===== src/rtl/hyperbus_arbiter_if.sv =====
// rtl/hyperbus_arbiter_if.sv - requester and core-side signal bundle for hyperbus_arbiter
//
// Purpose: groups the two requester ports and the HyperBus core request port.
//   slave  modport: the arbiter's view (requester inputs / core responses in,
//                   requester responses / core requests out).
//   master modport: the environment's view (requesters plus core), mirrored.
// Port summary:
//   mN_adr_i/mN_dat_i/mN_rrq/mN_wrq : requester N address, write data, read/write request
//   mN_ready/mN_valid/mN_dat_o      : accept pulse, read data valid, read data
//   mN_done/mN_err                  : completion pulse, watchdog abort pulse
//   hbus_adr_o/hbus_dat_o           : latched address / write data to core
//   hbus_rrq/hbus_wrq               : read / write request to core
//   hbus_dat_i/hbus_ready/hbus_valid/hbus_busy : core read data, accept, data valid, busy
interface hyperbus_arbiter_if #(
    parameter int HBUS_ADDR_WIDTH = 32,
    parameter int HBUS_DATA_WIDTH = 16
);
    logic [HBUS_ADDR_WIDTH-1:0] m0_adr_i;
    logic [HBUS_ADDR_WIDTH-1:0] m1_adr_i;
    logic [HBUS_DATA_WIDTH-1:0] m0_dat_i;
    logic [HBUS_DATA_WIDTH-1:0] m1_dat_i;
    logic                       m0_rrq;
    logic                       m0_wrq;
    logic                       m1_rrq;
    logic                       m1_wrq;
    logic                       m0_ready;
    logic                       m1_ready;
    logic                       m0_valid;
    logic                       m1_valid;
    logic [HBUS_DATA_WIDTH-1:0] m0_dat_o;
    logic [HBUS_DATA_WIDTH-1:0] m1_dat_o;
    logic                       m0_done;
    logic                       m1_done;
    logic                       m0_err;
    logic                       m1_err;
    logic [HBUS_ADDR_WIDTH-1:0] hbus_adr_o;
    logic [HBUS_DATA_WIDTH-1:0] hbus_dat_o;
    logic                       hbus_rrq;
    logic                       hbus_wrq;
    logic [HBUS_DATA_WIDTH-1:0] hbus_dat_i;
    logic                       hbus_ready;
    logic                       hbus_valid;
    logic                       hbus_busy;

    modport slave (
        input  m0_adr_i, m1_adr_i, m0_dat_i, m1_dat_i,
        input  m0_rrq, m0_wrq, m1_rrq, m1_wrq,
        output m0_ready, m1_ready, m0_valid, m1_valid, m0_dat_o, m1_dat_o,
        output m0_done, m1_done, m0_err, m1_err,
        output hbus_adr_o, hbus_dat_o, hbus_rrq, hbus_wrq,
        input  hbus_dat_i, hbus_ready, hbus_valid, hbus_busy
    );

    modport master (
        output m0_adr_i, m1_adr_i, m0_dat_i, m1_dat_i,
        output m0_rrq, m0_wrq, m1_rrq, m1_wrq,
        input  m0_ready, m1_ready, m0_valid, m1_valid, m0_dat_o, m1_dat_o,
        input  m0_done, m1_done, m0_err, m1_err,
        input  hbus_adr_o, hbus_dat_o, hbus_rrq, hbus_wrq,
        output hbus_dat_i, hbus_ready, hbus_valid, hbus_busy
    );
endinterface


===== src/rtl/hyperbus_arbiter.sv =====
// rtl/hyperbus_arbiter.sv - two-requester round-robin arbiter for a HyperBus core request port
//
// Purpose: latches the winning request, drives the core request lines, routes
//   accept / read data / completion back to the winner, and releases the bus
//   once the core reports idle.
// Ports:
//   wb_clk : sole clock, rising edge
//   wb_rst : asynchronous active-high reset
//   bus    : hyperbus_arbiter_if.slave (requester ports and core request port)
// Optional feature: define HYPERBUS_ARB_TIMEOUT_EN to enable the ISSUE/WAIT
//   watchdog (TIMEOUT_CYCLES); without it mN_err is constant 0.
module hyperbus_arbiter #(
    parameter int HBUS_ADDR_WIDTH = 32,
    parameter int HBUS_DATA_WIDTH = 16,
    parameter int TIMEOUT_CYCLES  = 1024
) (
    input  logic              wb_clk,
    input  logic              wb_rst,
    hyperbus_arbiter_if.slave bus
);
    typedef enum logic [1:0] {
        IDLE  = 2'd0,
        ISSUE = 2'd1,
        WAIT  = 2'd2
    } state_t;

    state_t                     state_q, state_d;
    logic                       grant_q;       // 0: m0 owns the bus, 1: m1
    logic                       last_grant_q;  // reset to 1 so m0 wins the first tie
    logic                       op_wr_q;
    logic [HBUS_ADDR_WIDTH-1:0] adr_q;
    logic [HBUS_DATA_WIDTH-1:0] dat_q;
    logic [1:0]                 done_q;
    logic [1:0]                 err_q;

    logic req0, req1, pick1, start, complete, accept;
    logic timeout;

    always_comb begin
        req0     = bus.m0_rrq | bus.m0_wrq;
        req1     = bus.m1_rrq | bus.m1_wrq;
        // m1 wins when it is alone, or on a tie when m0 was served last.
        pick1    = req1 & (~req0 | ~last_grant_q);
        start    = (state_q == IDLE) & ~bus.hbus_busy & (req0 | req1);
        complete = (state_q == WAIT) & ~bus.hbus_busy;
    end

`ifdef HYPERBUS_ARB_TIMEOUT_EN
    localparam int               TMR_W    = $clog2(TIMEOUT_CYCLES) + 1;
    localparam logic [TMR_W-1:0] TMR_LAST = TMR_W'(TIMEOUT_CYCLES - 1);

    logic [TMR_W-1:0] tmr_q;

    always_ff @(posedge wb_clk or posedge wb_rst) begin
        if (wb_rst) begin
            tmr_q <= '0;
        end else if (start) begin
            tmr_q <= '0;
        end else if (state_q != IDLE) begin
            tmr_q <= tmr_q + 1'b1;
        end
    end

    // A completion seen in the last cycle still counts as a normal finish.
    assign timeout = (state_q != IDLE) & (tmr_q == TMR_LAST) & ~complete;
`else
    assign timeout = 1'b0;
`endif

    // Abort takes priority over a late accept so the requester sees only err.
    assign accept = (state_q == ISSUE) & bus.hbus_ready & ~timeout;

    always_ff @(posedge wb_clk or posedge wb_rst) begin
        if (wb_rst) begin
            state_q <= IDLE;
        end else begin
            state_q <= state_d;
        end
    end

    always_comb begin
        state_d = state_q;
        case (state_q)
            IDLE:    if (start) state_d = ISSUE;
            ISSUE:   if (timeout) state_d = IDLE;
                     else if (accept) state_d = WAIT;
            WAIT:    if (complete || timeout) state_d = IDLE;
            default: state_d = IDLE;
        endcase
    end

    always_ff @(posedge wb_clk or posedge wb_rst) begin
        if (wb_rst) begin
            grant_q      <= 1'b0;
            last_grant_q <= 1'b1;
            op_wr_q      <= 1'b0;
            adr_q        <= '0;
            dat_q        <= '0;
            done_q       <= '0;
            err_q        <= '0;
        end else begin
            if (start) begin
                grant_q <= pick1;
                // Write wins when a requester raises rrq and wrq together.
                op_wr_q <= pick1 ? bus.m1_wrq   : bus.m0_wrq;
                adr_q   <= pick1 ? bus.m1_adr_i : bus.m0_adr_i;
                dat_q   <= pick1 ? bus.m1_dat_i : bus.m0_dat_i;
            end
            if (complete || timeout) begin
                last_grant_q <= grant_q;
            end
            done_q <= {complete & grant_q, complete & ~grant_q};
            err_q  <= {timeout & grant_q, timeout & ~grant_q};
        end
    end

    always_comb begin
        bus.hbus_rrq   = (state_q == ISSUE) & ~op_wr_q;
        bus.hbus_wrq   = (state_q == ISSUE) & op_wr_q;
        bus.hbus_adr_o = adr_q;
        bus.hbus_dat_o = dat_q;
        bus.m0_ready   = accept & ~grant_q;
        bus.m1_ready   = accept & grant_q;
        bus.m0_valid   = (state_q == WAIT) & bus.hbus_valid & ~grant_q;
        bus.m1_valid   = (state_q == WAIT) & bus.hbus_valid & grant_q;
        bus.m0_dat_o   = bus.hbus_dat_i;
        bus.m1_dat_o   = bus.hbus_dat_i;
        bus.m0_done    = done_q[0];
        bus.m1_done    = done_q[1];
        bus.m0_err     = err_q[0];
        bus.m1_err     = err_q[1];
    end
endmodule


===== src/flat_wrapper.sv =====
// flat-port wrapper written by rule: the top's interface ports become plain ports
module hyperbus_arbiter_flat 
#(
    parameter int HBUS_ADDR_WIDTH = 32,
    parameter int HBUS_DATA_WIDTH = 16,
    parameter int TIMEOUT_CYCLES  = 1024
)
  (wb_clk, wb_rst, bus_m0_adr_i, bus_m1_adr_i, bus_m0_dat_i, bus_m1_dat_i, bus_m0_rrq, bus_m0_wrq, bus_m1_rrq, bus_m1_wrq, bus_m0_ready, bus_m1_ready, bus_m0_valid, bus_m1_valid, bus_m0_dat_o, bus_m1_dat_o, bus_m0_done, bus_m1_done, bus_m0_err, bus_m1_err, bus_hbus_adr_o, bus_hbus_dat_o, bus_hbus_rrq, bus_hbus_wrq, bus_hbus_dat_i, bus_hbus_ready, bus_hbus_valid, bus_hbus_busy);
  hyperbus_arbiter_if #(.HBUS_ADDR_WIDTH(HBUS_ADDR_WIDTH), .HBUS_DATA_WIDTH(HBUS_DATA_WIDTH)) bus_i ();
  input  logic wb_clk;
  input  logic wb_rst;
  input wire logic [$bits(bus_i.m0_adr_i)-1:0] bus_m0_adr_i;
  input wire logic [$bits(bus_i.m1_adr_i)-1:0] bus_m1_adr_i;
  input wire logic [$bits(bus_i.m0_dat_i)-1:0] bus_m0_dat_i;
  input wire logic [$bits(bus_i.m1_dat_i)-1:0] bus_m1_dat_i;
  input wire logic [$bits(bus_i.m0_rrq)-1:0] bus_m0_rrq;
  input wire logic [$bits(bus_i.m0_wrq)-1:0] bus_m0_wrq;
  input wire logic [$bits(bus_i.m1_rrq)-1:0] bus_m1_rrq;
  input wire logic [$bits(bus_i.m1_wrq)-1:0] bus_m1_wrq;
  output wire logic [$bits(bus_i.m0_ready)-1:0] bus_m0_ready;
  output wire logic [$bits(bus_i.m1_ready)-1:0] bus_m1_ready;
  output wire logic [$bits(bus_i.m0_valid)-1:0] bus_m0_valid;
  output wire logic [$bits(bus_i.m1_valid)-1:0] bus_m1_valid;
  output wire logic [$bits(bus_i.m0_dat_o)-1:0] bus_m0_dat_o;
  output wire logic [$bits(bus_i.m1_dat_o)-1:0] bus_m1_dat_o;
  output wire logic [$bits(bus_i.m0_done)-1:0] bus_m0_done;
  output wire logic [$bits(bus_i.m1_done)-1:0] bus_m1_done;
  output wire logic [$bits(bus_i.m0_err)-1:0] bus_m0_err;
  output wire logic [$bits(bus_i.m1_err)-1:0] bus_m1_err;
  output wire logic [$bits(bus_i.hbus_adr_o)-1:0] bus_hbus_adr_o;
  output wire logic [$bits(bus_i.hbus_dat_o)-1:0] bus_hbus_dat_o;
  output wire logic [$bits(bus_i.hbus_rrq)-1:0] bus_hbus_rrq;
  output wire logic [$bits(bus_i.hbus_wrq)-1:0] bus_hbus_wrq;
  input wire logic [$bits(bus_i.hbus_dat_i)-1:0] bus_hbus_dat_i;
  input wire logic [$bits(bus_i.hbus_ready)-1:0] bus_hbus_ready;
  input wire logic [$bits(bus_i.hbus_valid)-1:0] bus_hbus_valid;
  input wire logic [$bits(bus_i.hbus_busy)-1:0] bus_hbus_busy;
  assign bus_i.m0_adr_i = bus_m0_adr_i;
  assign bus_i.m1_adr_i = bus_m1_adr_i;
  assign bus_i.m0_dat_i = bus_m0_dat_i;
  assign bus_i.m1_dat_i = bus_m1_dat_i;
  assign bus_i.m0_rrq = bus_m0_rrq;
  assign bus_i.m0_wrq = bus_m0_wrq;
  assign bus_i.m1_rrq = bus_m1_rrq;
  assign bus_i.m1_wrq = bus_m1_wrq;
  assign bus_m0_ready = bus_i.m0_ready;
  assign bus_m1_ready = bus_i.m1_ready;
  assign bus_m0_valid = bus_i.m0_valid;
  assign bus_m1_valid = bus_i.m1_valid;
  assign bus_m0_dat_o = bus_i.m0_dat_o;
  assign bus_m1_dat_o = bus_i.m1_dat_o;
  assign bus_m0_done = bus_i.m0_done;
  assign bus_m1_done = bus_i.m1_done;
  assign bus_m0_err = bus_i.m0_err;
  assign bus_m1_err = bus_i.m1_err;
  assign bus_hbus_adr_o = bus_i.hbus_adr_o;
  assign bus_hbus_dat_o = bus_i.hbus_dat_o;
  assign bus_hbus_rrq = bus_i.hbus_rrq;
  assign bus_hbus_wrq = bus_i.hbus_wrq;
  assign bus_i.hbus_dat_i = bus_hbus_dat_i;
  assign bus_i.hbus_ready = bus_hbus_ready;
  assign bus_i.hbus_valid = bus_hbus_valid;
  assign bus_i.hbus_busy = bus_hbus_busy;
  hyperbus_arbiter #(.HBUS_ADDR_WIDTH(HBUS_ADDR_WIDTH), .HBUS_DATA_WIDTH(HBUS_DATA_WIDTH), .TIMEOUT_CYCLES(TIMEOUT_CYCLES)) u_core (.wb_clk(wb_clk), .wb_rst(wb_rst), .bus(bus_i));
endmodule

===== config.mk =====
export PLATFORM = sky130hd
export DESIGN_NAME = hyperbus_arbiter_flat
export DESIGN_NICKNAME = d
export VERILOG_FILES = /design/src/rtl/hyperbus_arbiter_if.sv /design/src/rtl/hyperbus_arbiter.sv /design/src/flat_wrapper.sv
export SDC_FILE = /design/constraint.sdc
export NUM_CORES = 1
export LEC_CHECK = 0
export ABC_AREA = 1
export CORE_ASPECT_RATIO = 2
export CORE_MARGIN = 5
export CORE_UTILIZATION = 33
export DETAILED_ROUTE_END_ITERATION = 10
export HOLD_SLACK_MARGIN = 0.08
export PLACE_DENSITY_LB_ADDON = 0.15
export SLEW_MARGIN = 20
export SYNTH_ARGS = -nofsm -noshare
export SYNTH_HDL_FRONTEND = slang
export SYNTH_SLANG_ARGS = --single-unit

===== constraint.sdc =====
create_clock -name wb_clk -period 1.7 [get_ports wb_clk]
set_input_delay 0.34 -clock wb_clk [delete_from_list [all_inputs] [get_ports wb_clk]]
set_output_delay 0.34 -clock wb_clk [all_outputs]
set_load 0.03 [all_outputs]

==> qor.yml <==
p_seq_share_pct: 29.2
leakage_nw: 2.71
required_ns: 1.36
syn_inst: 443
synth_top_area_share_pct: 41.2
power.density_nw_per_um2: 1580
path_cells: "clkdlybuf4s50_1"
finClkSkew_ns: 0.00425
area_growth_pct: 53.1
cts_setup_buffers: 0
power.switching_w: 0.00355
period_needed_ns: 1.67
clockPowerShare_pct: 13.4
syn_area_um2: 3280
antenna_found_initial: 1
path_class: "reg2out"
p_comb_share_pct: 57.4
top_layer: "met4"
drt-met1-wl_mm: 3.69
yosys_register_bits: 55
root_buffer: "clkbuf_16"
layout-drive-gt1-share_pct: 6.18
yosysWarnings: 0
ys_types: 20
avgViaCountPerCell: 4.47
io_pins: 211
synth_area_leader_cell: "dfrtp_1"
coreArea_um2: 9760
cpPeakStageDelay_ns: 0.70
io_buffers: 160
wl_per_cell_um: 14.8
overflow: 0
netlist_top_cells_area: "dfrtp_1, nand2_1, nand3b_1"
vdd_drop_max_uv: 824
worstPathArrival_ns: 1.33
crit_fanout: 2
gp_congestion: 0.787
fp.dieArea_um2: 12100
htreeDepth: 2
period_share_pct: 98.5
clk_pin_slew_ns: 0.06
max_freq_ghz: 0.597
status: "finished clean"
grt_pass1_vias: 3302
fin_setup_tns_ns: 0
p_sw_share_pct: 44.9
hold_viol: 0
setup_viol: 0
postRouteWirelength_mm: 10.4
cts_made_buffers: 5
clock_sinks: 55
regToRegSetupSlack_ns: 0.40
nNetsFinal: 686
cp-start-kind: "flop"
tritoncts: "done"
route.met3.wl_um: 547
grt_pass1_wl_mm: 15.8
cts_buffer_depth: 2
track_usage_pct: 17.0
p_int_w: 0.00436
cp-end-kind: "output pin"
cp_num_buf_inv: 1
synth_seq_area_share_pct: 42.0
die_h_um: 151
r2r-end: "u_core.bus.hbus_adr_o[27]$_DFFE_PP0P_"
initial_core_util_pct: 33.6
finalWorstSetupSlack_ns: 0.0256
hold_class: "in2async"
dp_slack_ns: -0.0862
row_count: 51
drt_iter0_drc: 98
drc_errors: 0
drtAntennaViolNets: 0
worst-r2r-cell-count: 6
drt-pass1-iter-count: 4
grt_max_degree: 56
dr_total_vias: 3125
avgSynthCellArea_um2: 7.40
final_max_slew_viol_count: 0
wl_met2_mm: 5.77
cpLargestDelayFamily: "buffers and inverters"
slowest_stage: "clkdlybuf4s50_1"
maxCapViolCount: 0
insertion_delay_ns: 0.29
hpwlAfterDp_mm: 7.84
die_w_um: 80.5
rsz0062_at_grt: "false"
worstReg2RegStart: "u_core.state_q[1]$_DFFE_PP0P_"
holdBufCountCts: 0
-- synth_stat cells --
| master | number |
|---|---|
| nand2_1 | 155 |
| dfrtp_1 | 54 |
| inv_1 | 53 |
| nand3_1 | 51 |
| nand3b_1 | 48 |
| buf_4 | 38 |
| buf_2 | 16 |
| nor2_1 | 10 |
| clkbuf_1 | 3 |
| inv_2 | 3 |
| buf_6 | 2 |
| o21ai_0 | 2 |
| a21oi_2 | 1 |
| conb_1 | 1 |
| dfstp_2 | 1 |
| nand4_1 | 1 |
| nor2_2 | 1 |
| o21ai_1 | 1 |
| o21ai_2 | 1 |
| o31ai_1 | 1 |
-- how the worst max path moves through the flow --
stage               slack [ns]                               endpoint  depth (start not counted)                                   from
floorplan                 0.02   u_core.bus.hbus_adr_o[0]$_DFFE_PP0P_                          1                                 wb_rst
global placement         -0.05  u_core.bus.hbus_adr_o[27]$_DFFE_PP0P_                          7                             bus_m0_wrq
detailed placement       -0.09  u_core.bus.hbus_adr_o[27]$_DFFE_PP0P_                          7                             bus_m0_wrq
CTS                     0.0005                     bus_hbus_adr_o[10]                          1  u_core.bus.hbus_adr_o[10]$_DFFE_PP0P_
global route             0.003                     bus_hbus_adr_o[15]                          1  u_core.bus.hbus_adr_o[15]$_DFFE_PP0P_
finish                    0.03                      bus_hbus_adr_o[9]                          1   u_core.bus.hbus_adr_o[9]$_DFFE_PP0P_
-- metrics by stage --
stage / area, µm² / hold slack [ns] / util (%) / total power (W) / cells
after floorplan: 3280 / 0.448 / - / 0.00512 / 444
after global placement: 4810 / 0.464 / 49.3 / 0.00699 / 690
after detailed placement: 4810 / 0.464 / 49.3 / 0.00703 / 690
after CTS: 4960 / 0.438 / 50.8 / 0.00808 / 698
after global routing: 5020 / 0.442 / 51.4 / 0.00845 / 699
final: 5020 / 0.418 / 51.4 / 0.00792 / 699
-- logic make-up after synthesis --
| logic type | count (synthesis) | synth area share, % |
|---|---|---|
| buffers and inverters | 115 | 18.6 |
| AOI/OAI and AO/OA | 6 | 1.22 |
| DFF | 55 | 42.0 |
| other | 1 | 0.114 |
| and+or+nand+nor | 266 | 38.1 |
-- flip-flops by register name, summed over array words and instances (netlist names) --
register / cells
u_core.grant_q: 1
u_core.state_q: 2
u_core.done_q: 2
u_core.op_wr_q: 1
u_core.bus.hbus_adr_o: 32
u_core.last_grant_q: 1
u_core.bus.hbus_dat_o: 16
-- power groups by stage --
stage	Combinational [W]	Sequential [W]	Clock (W)
after floorplan	0.00169	0.00343	0
after global placement	0.00466	0.00233	0
after detailed placement	0.00470	0.00233	0
after CTS	0.00465	0.00232	0.00111
after global routing	0.00489	0.00240	0.00116
final	0.00455	0.00231	0.00106
-- placed cells by master (no fill, tap or decap), drive strengths merged --
cell type,synthesis,layout
nand2,155,155
clkdlybuf4s50,0,124
inv,56,56
dfrtp,54,54
nand3,51,51
nand3b,48,48
dlymetal6s2s,0,23
buf,56,19
nor2,11,11
clkbuf,3,8
dlygate4sd2,0,7
o21ai,4,4
conb,1,2
diode,0,1
a21oi,1,1
nand4,1,1
o31ai,1,1
dfstp,1,1
-- metal layers --
layer,global-route usage [%],up-vias
met5,0,-
met4,7.53,0
met3,2.68,27
met2,32.5,103
met1,17.5,1425
li1,-,1570
-- cell type report --
type	count	area (µm²)
diodes	1	2.50
inverters	56	210
well taps	132	165
flip-flops and latches	55	1380
clock buffers	8	156
fillers	975	4740
repair buffers	173	1800
multi-input cells	274	1310
-- what timing repair did --
| item | 4_1_cts | 5_1_grt |
|---|---|---|
| endpoints found under the setup margin | 7 | 23 |
| cloned | 0 | 0 |
| gates resized for setup | 7 | 23 |
| pin swaps | 0 | 0 |
Power figures use the tool's default switching activity.
